File: src/rtl/vend_ctrl.sv
// vend_ctrl: multi-item vending controller with serial change return.
// Per-item stock counters are built only when VEND_STOCK_EN is defined.
module vend_ctrl #(
  parameter int PRICE      = 5,
  parameter int NUM_ITEMS  = 4,
  parameter int MAX_CREDIT = 20,
  parameter int CREDIT_W   = 5,
  parameter int STOCK_INIT = 3
) (
  input  logic                         clk,
  input  logic                         rst_n,
  input  logic                         coin_half,
  input  logic                         coin_one,
  input  logic                         sel_valid,
  input  logic [$clog2(NUM_ITEMS)-1:0] sel_id,
  input  logic                         cancel,
  input  logic                         restock,
  output logic                         drink,
  output logic [$clog2(NUM_ITEMS)-1:0] drink_id,
  output logic                         change,
  output logic                         coin_reject,
  output logic                         sel_error,
  output logic [CREDIT_W-1:0]          credit,
  output logic                         busy,
  output logic [NUM_ITEMS-1:0]         sold_out
);

  localparam int IW = $clog2(NUM_ITEMS);
  localparam int SW = $clog2(STOCK_INIT + 1);
  localparam logic [CREDIT_W+1:0] L_MAX   = (CREDIT_W+2)'(MAX_CREDIT);
  localparam logic [CREDIT_W-1:0] L_PRICE = CREDIT_W'(PRICE);
  localparam logic [CREDIT_W-1:0] L_ONE   = CREDIT_W'(1);

  typedef enum logic [1:0] {
    S_IDLE,
    S_VEND,
    S_CHANGE
  } state_t;

  state_t              r_state;
  state_t              w_state;
  logic [CREDIT_W-1:0] r_credit;
  logic [CREDIT_W-1:0] w_credit;
  logic [CREDIT_W-1:0] w_eff;
  logic [CREDIT_W+1:0] w_sum;
  logic [IW-1:0]       r_id;
  logic [IW-1:0]       w_id;
  logic                r_drink;
  logic                w_drink;
  logic                r_change;
  logic                w_change;
  logic                r_rej;
  logic                w_rej;
  logic                r_serr;
  logic                w_serr;
  logic                r_busy;
  logic                w_accept;
  logic                w_coin;
  logic                w_coin_ok;
  logic                w_in_stock;
  logic                w_sel_ok;
  logic [NUM_ITEMS-1:0] w_hit;

  assign w_coin    = coin_half | coin_one;
  assign w_sum     = {2'b00, r_credit}
                   + {{CREDIT_W{1'b0}}, coin_one, coin_half};
  assign w_coin_ok = (w_sum <= L_MAX);
  assign w_eff     = w_coin_ok ? w_sum[CREDIT_W-1:0] : r_credit;

  // one-hot decode; an out-of-range id matches nothing
  always_comb begin
    w_hit = '0;
    for (int i = 0; i < NUM_ITEMS; i++)
      w_hit[i] = (sel_id == IW'(i));
  end

  assign w_sel_ok = (|w_hit) & w_in_stock & (w_eff >= L_PRICE);

`ifdef VEND_STOCK_EN
  localparam logic [SW-1:0] L_SINIT = SW'(STOCK_INIT);
  localparam logic [SW-1:0] L_SONE  = SW'(1);

  logic [SW-1:0]        r_stock [NUM_ITEMS];
  logic [SW-1:0]        w_stock [NUM_ITEMS];
  logic [NUM_ITEMS-1:0] r_sold;
  logic [NUM_ITEMS-1:0] w_sold;

  assign w_in_stock = |(w_hit & ~r_sold);

  // restock first, so a same-cycle vend leaves STOCK_INIT-1
  always_comb begin
    w_sold = '0;
    for (int i = 0; i < NUM_ITEMS; i++) begin
      w_stock[i] = restock ? L_SINIT : r_stock[i];
      if (w_accept && w_hit[i])
        w_stock[i] = w_stock[i] - L_SONE;
      w_sold[i] = (w_stock[i] == '0);
    end
  end

  always_ff @(posedge clk or negedge rst_n) begin
    if (!rst_n) begin
      for (int i = 0; i < NUM_ITEMS; i++)
        r_stock[i] <= L_SINIT;
      r_sold <= '0;
    end else begin
      for (int i = 0; i < NUM_ITEMS; i++)
        r_stock[i] <= w_stock[i];
      r_sold <= w_sold;
    end
  end

  assign sold_out = r_sold;
`else
  logic w_unused;

  assign w_unused   = restock;
  assign w_in_stock = 1'b1;
  assign sold_out   = '0;
`endif

  always_comb begin
    w_state  = r_state;
    w_credit = r_credit;
    w_id     = r_id;
    w_drink  = 1'b0;
    w_change = 1'b0;
    w_rej    = 1'b0;
    w_serr   = 1'b0;
    w_accept = 1'b0;
    unique case (r_state)
      S_IDLE: begin
        w_rej    = w_coin & ~w_coin_ok;
        w_credit = w_eff;
        if (cancel) begin
          if (w_eff != '0) begin
            w_state  = S_CHANGE;
            w_change = 1'b1;
            w_credit = w_eff - L_ONE;
          end
        end else if (sel_valid) begin
          if (w_sel_ok) begin
            w_accept = 1'b1;
            w_id     = sel_id;
            w_drink  = 1'b1;
            w_credit = w_eff - L_PRICE;
            w_state  = S_VEND;
          end else begin
            w_serr = 1'b1;
          end
        end
      end
      S_VEND, S_CHANGE: begin
        w_rej = w_coin;
        if (r_credit != '0) begin
          w_state  = S_CHANGE;
          w_change = 1'b1;
          w_credit = r_credit - L_ONE;
        end else begin
          w_state = S_IDLE;
        end
      end
      default: w_state = S_IDLE;
    endcase
  end

  always_ff @(posedge clk or negedge rst_n) begin
    if (!rst_n) begin
      r_state  <= S_IDLE;
      r_credit <= '0;
      r_id     <= '0;
      r_drink  <= 1'b0;
      r_change <= 1'b0;
      r_rej    <= 1'b0;
      r_serr   <= 1'b0;
      r_busy   <= 1'b0;
    end else begin
      r_state  <= w_state;
      r_credit <= w_credit;
      r_id     <= w_id;
      r_drink  <= w_drink;
      r_change <= w_change;
      r_rej    <= w_rej;
      r_serr   <= w_serr;
      r_busy   <= (w_state != S_IDLE);
    end
  end

  assign drink       = r_drink;
  assign drink_id    = r_id;
  assign change      = r_change;
  assign coin_reject = r_rej;
  assign sel_error   = r_serr;
  assign credit      = r_credit;
  assign busy        = r_busy;

endmodule

File: config.mk
export PLATFORM = sky130hd
export DESIGN_NAME = vend_ctrl
export DESIGN_NICKNAME = d
export VERILOG_FILES = /design/src/rtl/vend_ctrl.sv
export SDC_FILE = /design/constraint.sdc
export NUM_CORES = 1
export LEC_CHECK = 0
export ABC_CLOCK_PERIOD_IN_PS = 5300
export CORE_ASPECT_RATIO = 1.75
export CORE_MARGIN = 1
export CORE_UTILIZATION = 57
export DETAILED_ROUTE_END_ITERATION = 10
export PLACE_DENSITY = 0.9
export SLEW_MARGIN = 20
export SYNTH_ARGS = -nofsm -noshare
export SYNTH_HDL_FRONTEND = slang
export SYNTH_SLANG_ARGS = --single-unit
File: constraint.sdc
create_clock -name clk -period 5.3 [get_ports clk]
set_input_delay 1.06 -clock clk [delete_from_list [all_inputs] [get_ports clk]]
set_output_delay 1.06 -clock clk [all_outputs]
set_load 0.1 [all_outputs]
# Word level (Yosys, flattened, before mapping)
# Cells that the tools add are included.
# totals
register_bits	14
latchBits	0
ramBits	0
mem_bits_ro	0
input_bits	9
n_memories	0
# classes
n_addsub	4
n_mul	0
div_mod_pow	0
magnitude_cmp	2
n_eq_ne	6
shifts	0
muxes	26
n_bitwise	5
reduce_logical	10
# op_table
cell	n
5-bit two-way mux	6
1-bit two-way mux	11
2-bit two-way mux	5
5-bit one-hot mux with 2 select lines	1
5-bit nonzero test	2
5-bit by 1-bit subtractor with 5-bit output, second input constant	2
5-bit by 2-bit adder with 6-bit output	1
2-bit == test, second input constant	3
6-bit by 5-bit less-or-equal comparator with 1-bit output, second input constant	1
5-bit by 3-bit >= comparator with 1-bit output, second input constant	1
5-bit by 3-bit subtractor with 5-bit output, second input constant	1
2-bit by 1-bit == test with 1-bit output, second input constant	2
2-bit zero test	2
1-bit one-hot mux with 2 select lines	2
2-bit one-hot mux with 2 select lines	1
4-bit AND reduction	1
2-bit nonzero test	2
4-bit OR reduction	1
1-bit bitwise AND	2
2-bit inequality test, second input constant	1
1-bit NOT	2
2-bit AND reduction	1
2-bit OR reduction	1
1-bit bitwise OR	1

# Logic depth before layout (Yosys ltp)
# depth
word_depth	10
ltp_mapped	16

# Least setup slack after synthesis
# Ideal clock, no wire load.
# synth_path
kind	reg-to-reg
start	register r_credit[0] (netlist: credit[0])
end	register r_id[0] (netlist: drink_id[0])
setup_time_ps	128
arrival_time_ps	3976
setup_slack_ps	1196
stages_incl_launch_ff	15
n_path_buf	0
period_less_slack_ps	4104
path_cell_list	dfrtp_1 -> ha_1 -> inv_1 -> fa_1 -> nand2b_1 -> a22oi_1 -> o211ai_1 -> a22oi_1 -> mux2i_1 -> inv_1 -> ha_1 -> nand2b_1 -> o211a_4 -> nand2_2 -> mux2_1
# synth_via
elab_chain_cells	6
# synth_lines
item	line	text
start, declared	42	logic [CREDIT_W-1:0] r_credit;
start signal, assigned	179	r_credit <= w_credit;
5-bit by 2-bit adder with 6-bit output	66	+ {{CREDIT_W{1'b0}}, coin_one, coin_half};
6-bit by 5-bit less-or-equal comparator with 1-bit output	67	assign w_coin_ok = (w_sum <= L_MAX);
5-bit two-way mux (*)	68	assign w_eff = w_coin_ok ? w_sum[CREDIT_W-1:0] : r_credit;
5-bit by 3-bit >= comparator with 1-bit output (*)	77	assign w_sel_ok = (|w_hit) & w_in_stock & (w_eff >= L_PRICE);
1-bit bitwise AND (*)	77	
4-bit AND reduction (no source line) (*)	-	
end signal, assigned	180	r_id <= w_id;
end, declared	46	logic [IW-1:0] r_id;
# Every way passes the cells marked *; elsewhere a longest branch is shown, timed or not.
# A chain may end at the register's enable or synchronous reset.

# Worst setup path in the final report
# layout_path
start	input coin_half
end	register r_id[1] (netlist: drink_id[1])
# layout_via
elab_chain_cells	6
# layout_lines
item	line	text
start, declared	12	input logic coin_half,
5-bit by 2-bit adder with 6-bit output (*)	66	
6-bit by 5-bit less-or-equal comparator with 1-bit output	67	
5-bit two-way mux (*)	68	
5-bit by 3-bit >= comparator with 1-bit output (*)	77	
1-bit bitwise AND (*)	77	
4-bit AND reduction (no source line) (*)	-	
# Marks and branches as above.

==> flow_summary.yaml <==
run_status:
  status: "complete, no violations"
setup_path:
  worstPathMaxFanout: 5
  cp-start-kind: "input port"
  startpoint: "coin_half"
  r2r.worst_path.cells: 14
  rr_startpoint: "credit[0]$_DFFE_PN0P_"
  critPathMaxStageDelay_ns: 0.50
  endpoint: "drink_id[1]$_DFFE_PN0P_"
  critical_path_arrival_ns: 4.82
  crit_required_ns: 5.43
  worst_setup_path_end_kind: "flip-flop"
  reg2reg_to: "drink_id[1]$_DFFE_PN0P_"
  crit_chain: "clkdlybuf4s50_1 -> ha_1 -> inv_1 -> fa_1 -> nand2b_1 -> a22oi_1 -> o211ai_1 -> a22oi_1 -> mux2i_1 -> inv_1 -> ha_1 -> nand2b_1 -> o211a_4 -> nand2_2 -> mux2_1"
  r2r_slack_ns: 1.46
  crit_type: "input port to flip-flop"
  cpMaxStageDelayCell: "fa_1"
logic_synthesis:
  yosysWarningCount: 0
  netlist_area_um2: 1451
  ys_async_sr_fraction_pct: 100.0
  ys_seq_area_share_pct: 24.14
  ys_types: 55
  synth_edf_count: 0
  syn_area_per_cell_um2: 8.108
  syn_inst: 179
  ys.flop_type: "dfrtp_1"
  ys_seq_elements: 14
timing:
  worstMarginPinSlew_ns: 0.9996
  setup_viol: 0
  rsz0062_at_grt: "false"
  relSlewSlack_pct: 33.15
  hold_ws_ns: 0.5160
  fin_crit_ns: 4.688
  hold_violations: 0
  fin_skew_ns: 0.001187
  drv_slew: 0
  fin_crit_sh_pct: 88.45
  tns_ns: 0
  max_freq_mhz: 213.3
routing:
  drt_iter0_markers: 61
  finalWirelength_mm: 3.631
  drcViolationCount: 0
  firstDrtPassIters: 4
  ant_nets: 0
  wl_per_cell_um: 17.05
  avgViaCountPerCell: 6.568
  via_count: 1399
global_route:
  overflow: 0
  grt_pass1_wl_mm: 5.720
  track_usage_pct: 29.58
  grt_max_degree: 21
  grt_pass1_vias: 1335
  antenna_found_initial: 0
die:
  start_util_pct: 61.51
  io_pins: 25
  placementRows: 23
  core_area_um2: 2360
  die_h_um: 68.75
  die-area_um2: 2760
  die_w_um: 40.15
cts:
  cts_tree: "done"
  cts_htree_levels: 1
  worstSkewPairLatency_ns: 0.25
  cts_buffers: 3
  cts_max_path_buffers: 2
  cts_num_sinks: 14
  hold_buffers: 0
  postCtsSetupBuffers: 0
  path_clk_slew_ns: 0.05
  postCtsResizedCells: 0
  cts-root-buf: "clkbuf_8"
placed_design:
  dp_cells: 210
  io_buffers: 19
  dp_hpwl_mm: 2.803
  place_congestion: 0.8689
final_layout:
  final_nets: 208
  diodes: 0
  fill_cells: 202
  fin_util_pct: 69.04
  layout-drive-gt1-share_pct: 7.979
  areaGrowthSynthToFinish_pct: 12.24
  instances_no_fill: 213
flow_run:
  maxCapViolCount: 0
hold_path:
  hp-class: "flip-flop to flip-flop"
  whs_path_depth: 1
  hold_start: "drink_id[0]$_DFFE_PN0P_"
-- final cells by class --
type,instances,area (µm²),area share (%)
sequential,14,350.3,21.51
tap,25,31.28,1.920
clock buffer,3,41.29,2.535
timing repair buffer,19,190.2,11.67
multi-input combinational,137,959.7,58.91
inverter,15,56.30,3.456
-- state kept, by name, summed over array words and instances, names as in the netlist --
signal and cells:
credit 5, drink_id 2, r_state 2, busy 1, change 1, coin_reject 1, drink 1, sel_error 1
-- metal layers --
layer	part of all wire (%)	track usage (%)	routed length [µm]
met1	34	28.29	1229
met2	55	55.04	2011
met3	4.9	2.244	177
met4	5.8	19.83	212
met5	0	0	0
-- cell families after synthesis --
group | after synthesis | share of synthesized area [%]
and+or+nand+nor | 61 | 22.93
AOI/OAI and AO/OA | 50 | 25.17
other | 1 | 0.2584
muxes | 6 | 4.483
adders and majority gates | 9 | 8.276
buffers and inverters | 31 | 10.52
DFF | 14 | 24.14
xor gates and xnor gates | 7 | 4.224
-- critical path: cells and delay by family --
family                     cells  cell delay (ns)
AOI/OAI and AO/OA              4             0.98
and+or+nand+nor                3             0.42
muxes                          2             0.75
adders and majority gates      3             0.96
buffers and inverters          3             0.64
-- worst min-delay path by stage --
stage,to
final,drink_id[0]$_DFFE_PN0P_
after detailed placement,drink_id[1]$_DFFE_PN0P_
after global routing,drink_id[1]$_DFFE_PN0P_
after global placement,drink_id[1]$_DFFE_PN0P_
after CTS,drink_id[1]$_DFFE_PN0P_
after floorplan,busy$_DFF_PN0_
-- cells in the final DEF (no fill, tap or decap), drive strengths merged, types with 4 or more instances in the layout --
cell           synthesis  layout
clkdlybuf4s50          0      19
nand2b                 5       5
ha                     8       8
o211ai                 6       6
conb                   1       4
a31oi                  5       5
o21ai                  7       7
nand2                 20      20
inv                   15      15
nor3                   7       7
a21oi                 11      11
nor2                  11      11
xnor2                  6       6
dfrtp                 14      14
mux2                   4       4
-- through the flow --
step | setup slack [ns] | area, µm²
final | 0.6119 | 1629
after global routing | 0.3987 | 1629
after CTS | 0.6140 | 1629
after detailed placement | 0.3604 | 1588
after global placement | 0.4821 | 1588
after floorplan | 1.196 | 1463
-- Yosys cell counts, types with 4 or more instances --
master | number | area, µm²
buf_2 | 5 | 25.02
ha_1 | 8 | 100.1
o21ai_0 | 5 | 25.02
xnor2_1 | 6 | 52.55
a21oi_1 | 10 | 50.05
nor2_1 | 11 | 41.29
clkbuf_1 | 4 | 15.01
inv_1 | 14 | 52.55
a31oi_1 | 5 | 31.28
o211ai_1 | 6 | 45.04
dfrtp_1 | 14 | 350.3
buf_4 | 6 | 45.04
nand2b_1 | 5 | 31.28
nand2_1 | 17 | 63.81
nor3_1 | 5 | 25.02
Power is left out: the tool's default activity adds up to more than one toggle a clock period on the data nets, which glitch-free logic cannot reach.
